### config.mk
export PLATFORM = sky130hd
export DESIGN_NAME = data_mem_arbiter
export DESIGN_NICKNAME = d
export VERILOG_FILES = /design/src/rtl/data_mem_arbiter.sv
export SDC_FILE = /design/constraint.sdc
export NUM_CORES = 1
export LEC_CHECK = 0
export CAP_MARGIN = 15
export CORE_AREA = 10 10 128 130
export CTS_BUF_LIST = sky130_fd_sc_hd__clkbuf_4 sky130_fd_sc_hd__clkbuf_8 sky130_fd_sc_hd__clkbuf_16
export DETAILED_ROUTE_END_ITERATION = 8
export DIE_AREA = 0 0 138 140
export PLACE_DENSITY = 0.88
export REMOVE_ABC_BUFFERS = 1
export SLEW_MARGIN = 25
export SYNTH_ARGS = -nofsm -noshare
export SYNTH_HDL_FRONTEND = slang
export SYNTH_SLANG_ARGS = --single-unit
### constraint.sdc
create_clock -name clock -period 3.5 [get_ports clock]
set_input_delay 0.35 -clock clock [delete_from_list [all_inputs] [get_ports clock]]
set_output_delay 0.35 -clock clock [all_outputs]
set_load 0.05 [all_outputs]
### src/rtl/data_mem_arbiter.sv
// Two-port arbiter for a shared 32-bit data memory; every grant runs IDLE -> ACCESS -> DONE.
// Define DMEM_ARB_ROUND_ROBIN_EN for round-robin tie-breaking; otherwise port 0 wins every tie.
module data_mem_arbiter #(
  parameter int unsigned DEPTH_WORDS    = 1024,
  parameter bit          RD_ZERO_ON_ERR = 1'b1
) (
  input  logic        clock,
  input  logic        reset,
  input  logic        req0,
  input  logic        req1,
  input  logic        we0,
  input  logic        we1,
  input  logic [31:0] addr0,
  input  logic [31:0] addr1,
  input  logic [31:0] wdata0,
  input  logic [31:0] wdata1,
  output logic        ack0,
  output logic        ack1,
  output logic        err0,
  output logic        err1,
  output logic [31:0] rdata0,
  output logic [31:0] rdata1,
  output logic [31:0] mem_addr,
  output logic [31:0] mem_wdata,
  output logic        mem_write,
  output logic        mem_read,
  input  logic [31:0] mem_rdata
);

  typedef enum logic [1:0] {IDLE, ACCESS, DONE} state_t;

  // 34 bits so that 4*DEPTH_WORDS does not wrap for the largest memories.
  localparam logic [33:0] ADDR_LIMIT = 34'(DEPTH_WORDS) << 2;

  state_t      state_q, state_d;
  logic        win_q, win_d;
  logic        we_q, we_d;
  logic        err_q, err_d;
  logic [31:0] addr_q, addr_d;
  logic [31:0] wdata_q, wdata_d;
  logic [31:0] rdata0_q, rdata0_d;
  logic [31:0] rdata1_q, rdata1_d;
  logic        gnt;

  function automatic logic addr_err(input logic [31:0] a);
    return (a[1:0] != 2'b00) || ({2'b00, a} >= ADDR_LIMIT);
  endfunction

`ifdef DMEM_ARB_ROUND_ROBIN_EN
  logic ptr_q, ptr_d;

  always_comb gnt = (req0 && req1) ? ptr_q : !req0;

  always_comb begin
    ptr_d = ptr_q;
    if (state_q == IDLE && (req0 || req1)) ptr_d = !gnt;
  end

  always_ff @(posedge clock) begin
    if (reset) ptr_q <= 1'b0;
    else       ptr_q <= ptr_d;
  end
`else
  always_comb gnt = !req0;
`endif

  always_comb begin
    state_d  = state_q;
    win_d    = win_q;
    we_d     = we_q;
    err_d    = err_q;
    addr_d   = addr_q;
    wdata_d  = wdata_q;
    rdata0_d = rdata0_q;
    rdata1_d = rdata1_q;
    case (state_q)
      IDLE: begin
        if (req0 || req1) begin
          win_d   = gnt;
          we_d    = gnt ? we1 : we0;
          addr_d  = gnt ? addr1 : addr0;
          wdata_d = gnt ? wdata1 : wdata0;
          err_d   = addr_err(addr_d);
          state_d = ACCESS;
        end
      end
      ACCESS: begin
        state_d = DONE;
        if (!err_q && !we_q) begin
          if (win_q) rdata1_d = mem_rdata;
          else       rdata0_d = mem_rdata;
        end else if (err_q && RD_ZERO_ON_ERR) begin
          if (win_q) rdata1_d = '0;
          else       rdata0_d = '0;
        end
      end
      DONE:    state_d = IDLE;
      default: state_d = IDLE;
    endcase
  end

  always_ff @(posedge clock) begin
    if (reset) begin
      state_q  <= IDLE;
      win_q    <= 1'b0;
      we_q     <= 1'b0;
      err_q    <= 1'b0;
      addr_q   <= '0;
      wdata_q  <= '0;
      rdata0_q <= '0;
      rdata1_q <= '0;
    end else begin
      state_q  <= state_d;
      win_q    <= win_d;
      we_q     <= we_d;
      err_q    <= err_d;
      addr_q   <= addr_d;
      wdata_q  <= wdata_d;
      rdata0_q <= rdata0_d;
      rdata1_q <= rdata1_d;
    end
  end

  // Memory strobes exist only in ACCESS, and an errored access never reaches memory.
  always_comb begin
    mem_addr  = '0;
    mem_wdata = '0;
    mem_write = 1'b0;
    mem_read  = 1'b0;
    if (state_q == ACCESS) begin
      mem_addr  = addr_q;
      mem_wdata = wdata_q;
      mem_write = we_q & ~err_q;
      mem_read  = ~we_q & ~err_q;
    end
  end

  assign ack0   = (state_q == DONE) && !win_q;
  assign ack1   = (state_q == DONE) && win_q;
  assign err0   = ack0 && err_q;
  assign err1   = ack1 && err_q;
  assign rdata0 = rdata0_q;
  assign rdata1 = rdata1_q;

endmodule

## Yosys cells after proc, flatten, opt, wreduce, memory -nomap -nowiden

Index checks and enable logic that the tools add are counted.

| operators by class | value |
|---|---|
| equality and inequality tests | 7 |
| div/mod/pow operators | 0 |
| order comparisons | 1 |
| reduce and logical (&&, ||, !) cells | 17 |
| shift-type cells | 0 |
| bitwise logic cells | 4 |
| multiply operators | 0 |
| muxes and demuxes | 17 |
| add/subtract/negate cells | 0 |

Operator list:

| cell | number |
|---|---|
| 2-to-1 mux 32 bit | 12 |
| greater-or-equal comparator 32 x 13 -> 1 bit, second input constant | 1 |
| inequality test 2 bit, second input constant | 5 |
| AND reduction 4 bit | 2 |
| logical AND 1 bit | 5 |
| zero test 1 bit | 4 |
| one-hot mux 2 bit (2 select lines) | 1 |
| nonzero test 2 bit | 2 |
| 2-to-1 mux 1 bit | 3 |
| AND 1 bit | 2 |
| == test 2 x 1 -> 1 bit, second input constant | 1 |
| == test 2 bit, second input constant | 1 |
| zero test 2 bit | 1 |
| logical OR 1 bit | 2 |
| 2-to-1 mux 2 bit | 1 |
| NOT 1 bit | 2 |
| AND reduction 2 bit | 1 |

| storage, ports and cells | value |
|---|---|
| register bits after elaboration | 133 |
| bits in read-only memories | 0 |
| bits in writable memories | 0 |
| memories kept | 0 |
| output and inout port bits | 134 |
| latch bits | 0 |
| input port bits | 166 |

## Longest topological paths before layout

| logic depth | value |
|---|---|
| word-level depth | 4 |
| gate-level depth with buffers | 7 |
| mapped depth without buffers | 4 |

## Worst setup path before layout

OpenSTA, ideal clock, no wires.

| path | value |
|---|---|
| path kind | flip-flop to output port |
| start | reg state_q[1] |
| end | out err0 |
| stages on the path, launching flop included | 4 |
| slack | 1,270 ps |
| data arrival time | 1,880 ps |
| cells stage by stage | dfxtp_1 > nor2b_1 > nor2b_1 > and2_1 |

| between the ends | value |
|---|---|
| cells in the longest elaborated chain, start to end | 3 |

Ends and longest elaborated chain:

| item | line | text |
|---|---|---|
| start, declared | 35 | `state_t state_q, state_d;` |
| start signal, assigned | 113 | `state_q <= state_d;` |
| == test 2 bit | 138 | `assign ack0 = (state_q == DONE) && !win_q;` |
| logical AND 1 bit | 138 |  |
| net ack0 | 17 | `output logic ack0,` |
| logical AND 1 bit | 140 | `assign err0 = ack0 && err_q;` |
| end, declared | 19 | `output logic err0,` |

The timed path passes the listed nets, and every way through them passes these cells.

## Worst setup path after layout

| path | value |
|---|---|
| start | reg state_q[0] |
| end | out mem_wdata[31] |

| between the ends | value |
|---|---|
| cells in the longest elaborated chain, start to end | 2 |

Ends and longest elaborated chain:

| item | line | text |
|---|---|---|
| == test 2 x 1 -> 1 bit | 130 | `if (state_q == ACCESS) begin` |
| 2-to-1 mux 32 bit | 130 |  |
| end, declared | 24 | `output logic [31:0] mem_wdata,` |

Every way passes these cells.

==> qor.yml <==
place_area_um2: 8970
synth_cell_types: 26
slew_violations: 0
cp_cell_sequence: "and2b_2 > buf_12 > and2_1 > clkdlybuf4s50_1"
hpwl_mm: 16.1
start_util: 0.431
core_area_um2: 13800
clock.fmax_mhz: 346
slowest_stage: "clkdlybuf4s50_1"
rows: 43
relSlewSlack: 0.376
ys_seq_area_frac: 0.448
cts_resized: 0
cts-buffers-inserted: 17
insertion_delay_ns: 0.42
leakagePower_nw: 3.59
gr-usage-met1: 0.234
use_met2: 0.361
rsz0062_at_grt: "false"
grt_max_degree: 131
pwr-share-comb: 0.210
yosys_most_used_dff: "dfxtp_1"
drt_first_iter_violations: 381
ir_worst_vdd_mv: 0.323
drc: 0
status: "completed"
finalNonFillerCells: 1146
ys_top_cells_by_area: "dfxtp_1, mux2i_1, a211oi_1"
routabilityCongestion: 0.836
syn-instance-count: 688
period_share: 0.825
clock_sinks: 133
postCtsHoldBufs: 0
drt_first_pass_iters: 6
yosys_warnings: 0
yosysMostFrequentCell: "dfxtp_1"
synth_top_cell_by_area: "dfxtp_1"
min_period_ns: 2.89
cts_tree: "built"
worstMarginPinSlew_ns: 0.935
max_stage_delay_ns: 0.81
dp_cells: 1114
ant_nets: 0
die_area_um2: 19300
synth_top_area_share: 0.448
wl_per_cell_um: 19.0
area_delta_synth_final_pct: 62.3
synth-edff-count: 0
avgSynthCellArea_um2: 8.63
clockPowerShare: 0.427
gr-total-overflow: 0
antenna_found_initial: 0
setup_tns_ns: 0
numPortBuffers: 299
grtUsageTotal: 0.214
grt_pass1_vias: 6205
io-pin-count: 300
avgViaCountPerCell: 5.28
synth_area_um2: 5940
async_flop_share: 0
end_kind: "output pin"
whs_ns: 0.342
cts_setup_buffers: 0
grt_pass1_wl_mm: 33.7
fin_skew_ns: 0.00462
clkTransAtPathRegs_ns: 0.06
synth-seq-cells: 133
drive_gt1_frac: 0.0600
gr-usage-met3: 0.0936
die-width_um: 138
htreeDepth: 4
power_frac_seq: 0.363
hold_class: "primary input to flip-flop"
fin_area_um2: 9640
arrival_ns: 2.54
gr-max-usage-layer: "met2"
setup.worst_path.class: "flip-flop to output pin"
powerDensity_nw_per_um2: 486
num_vias: 6051
root_buffer: "clkbuf_16"
intPower_mw: 3.34
switchingPower_mw: 1.34
cts_buffer_depth: 2
swShare: 0.286
fillers: 1029
required_ns: 3.15
max_cap_violations: 0
antenna_cells: 0
fp.dieH_um: 140
startpoint_type: "flip-flop"
hold_viol_final: 0
setup_viol: 0
drt-total-wl_mm: 21.8
cp_max_fo: 45
synth_common_cells: "dfxtp_1, nor2_1, and2_1"
path_delay_family: "buffers and inverters"
power.total_mw: 4.68
critPathBufInv: 2
nNetsFinal: 1119
## area by class of cell
class	count	area, µm²	share of cell area
clock buffers	18	439	0.0456
clock inverters	14	223	0.0231
multi-input cells	492	2990	0.310
flip-flops and latches	133	2660	0.276
well taps	180	225	0.0234
repair buffers	309	3100	0.322
## logic make-up after synthesis
group	count (synthesis)	synth area share
mux	65	0.110
buf+inv	63	0.0510
simple gates	295	0.243
compound gates	132	0.148
flops	133	0.448
## stage by stage
stage / setup WS, ns / util
floorplan: 0.218 / -
global placement: 1.08 / 0.652
detailed placement: 1.03 / 0.652
CTS: 0.569 / 0.700
global route: 0.430 / 0.700
finish: 0.613 / 0.700
## power groups by stage
stage	clock network, mW	logic, mW	registers (mW)
6_report	2.00	0.982	1.70
5_1_grt	2.08	1.05	1.71
4_1_cts	2.02	0.985	1.70
3_5_place_dp	0	0.979	1.73
3_3_place_gp	0	0.961	1.73
2_1_floorplan	0	0.453	1.78
## worst paths after layout
path | from | end | slack, ns | cells past startpoint
min | req0 | win_q | 0.34 | 2
min reg2reg | rdata0[16] | rdata0[16] | 0.45 | 2
max | state_q[0] | mem_wdata[31] | 0.61 | 4
max reg2reg | err_q | rdata0[20] | 1.29 | 5
## sequential cells by signal, indices dropped and copies added, names as in the netlist
name / count
rdata0: 32
err_q: 1
addr_q: 32
state_q: 2
rdata1: 32
wdata_q: 32
win_q: 1
we_q: 1
## cell usage in the layout (no fill, tap or decap), types with 2 or more instances in the layout
cell / n
clkdlybuf4s50_1: 297
dfxtp_1: 133
nor2_1: 71
and2_1: 66
nand3_1: 65
a21oi_1: 65
mux2i_1: 65
nand2_1: 64
a211oi_1: 55
clkbuf_16: 17
a211oi_2: 10
nor4_1: 10
buf_4: 9
bufinv_16: 5
nor2b_1: 3
nor3_1: 3
inv_6: 3
buf_12: 3
and3_1: 2
nand2b_1: 2
nand3b_1: 2
nand4_1: 2
clkinv_4: 2
clkinv_2: 2
## metal layers
metal  vias to the layer above  part of all wire
li1                       2942                 -
met1                      2780              0.38
met2                       302              0.48
met3                        27              0.12
met4                         0             0.021
met5                         -                 0
(Power assumes the default switching activity.)
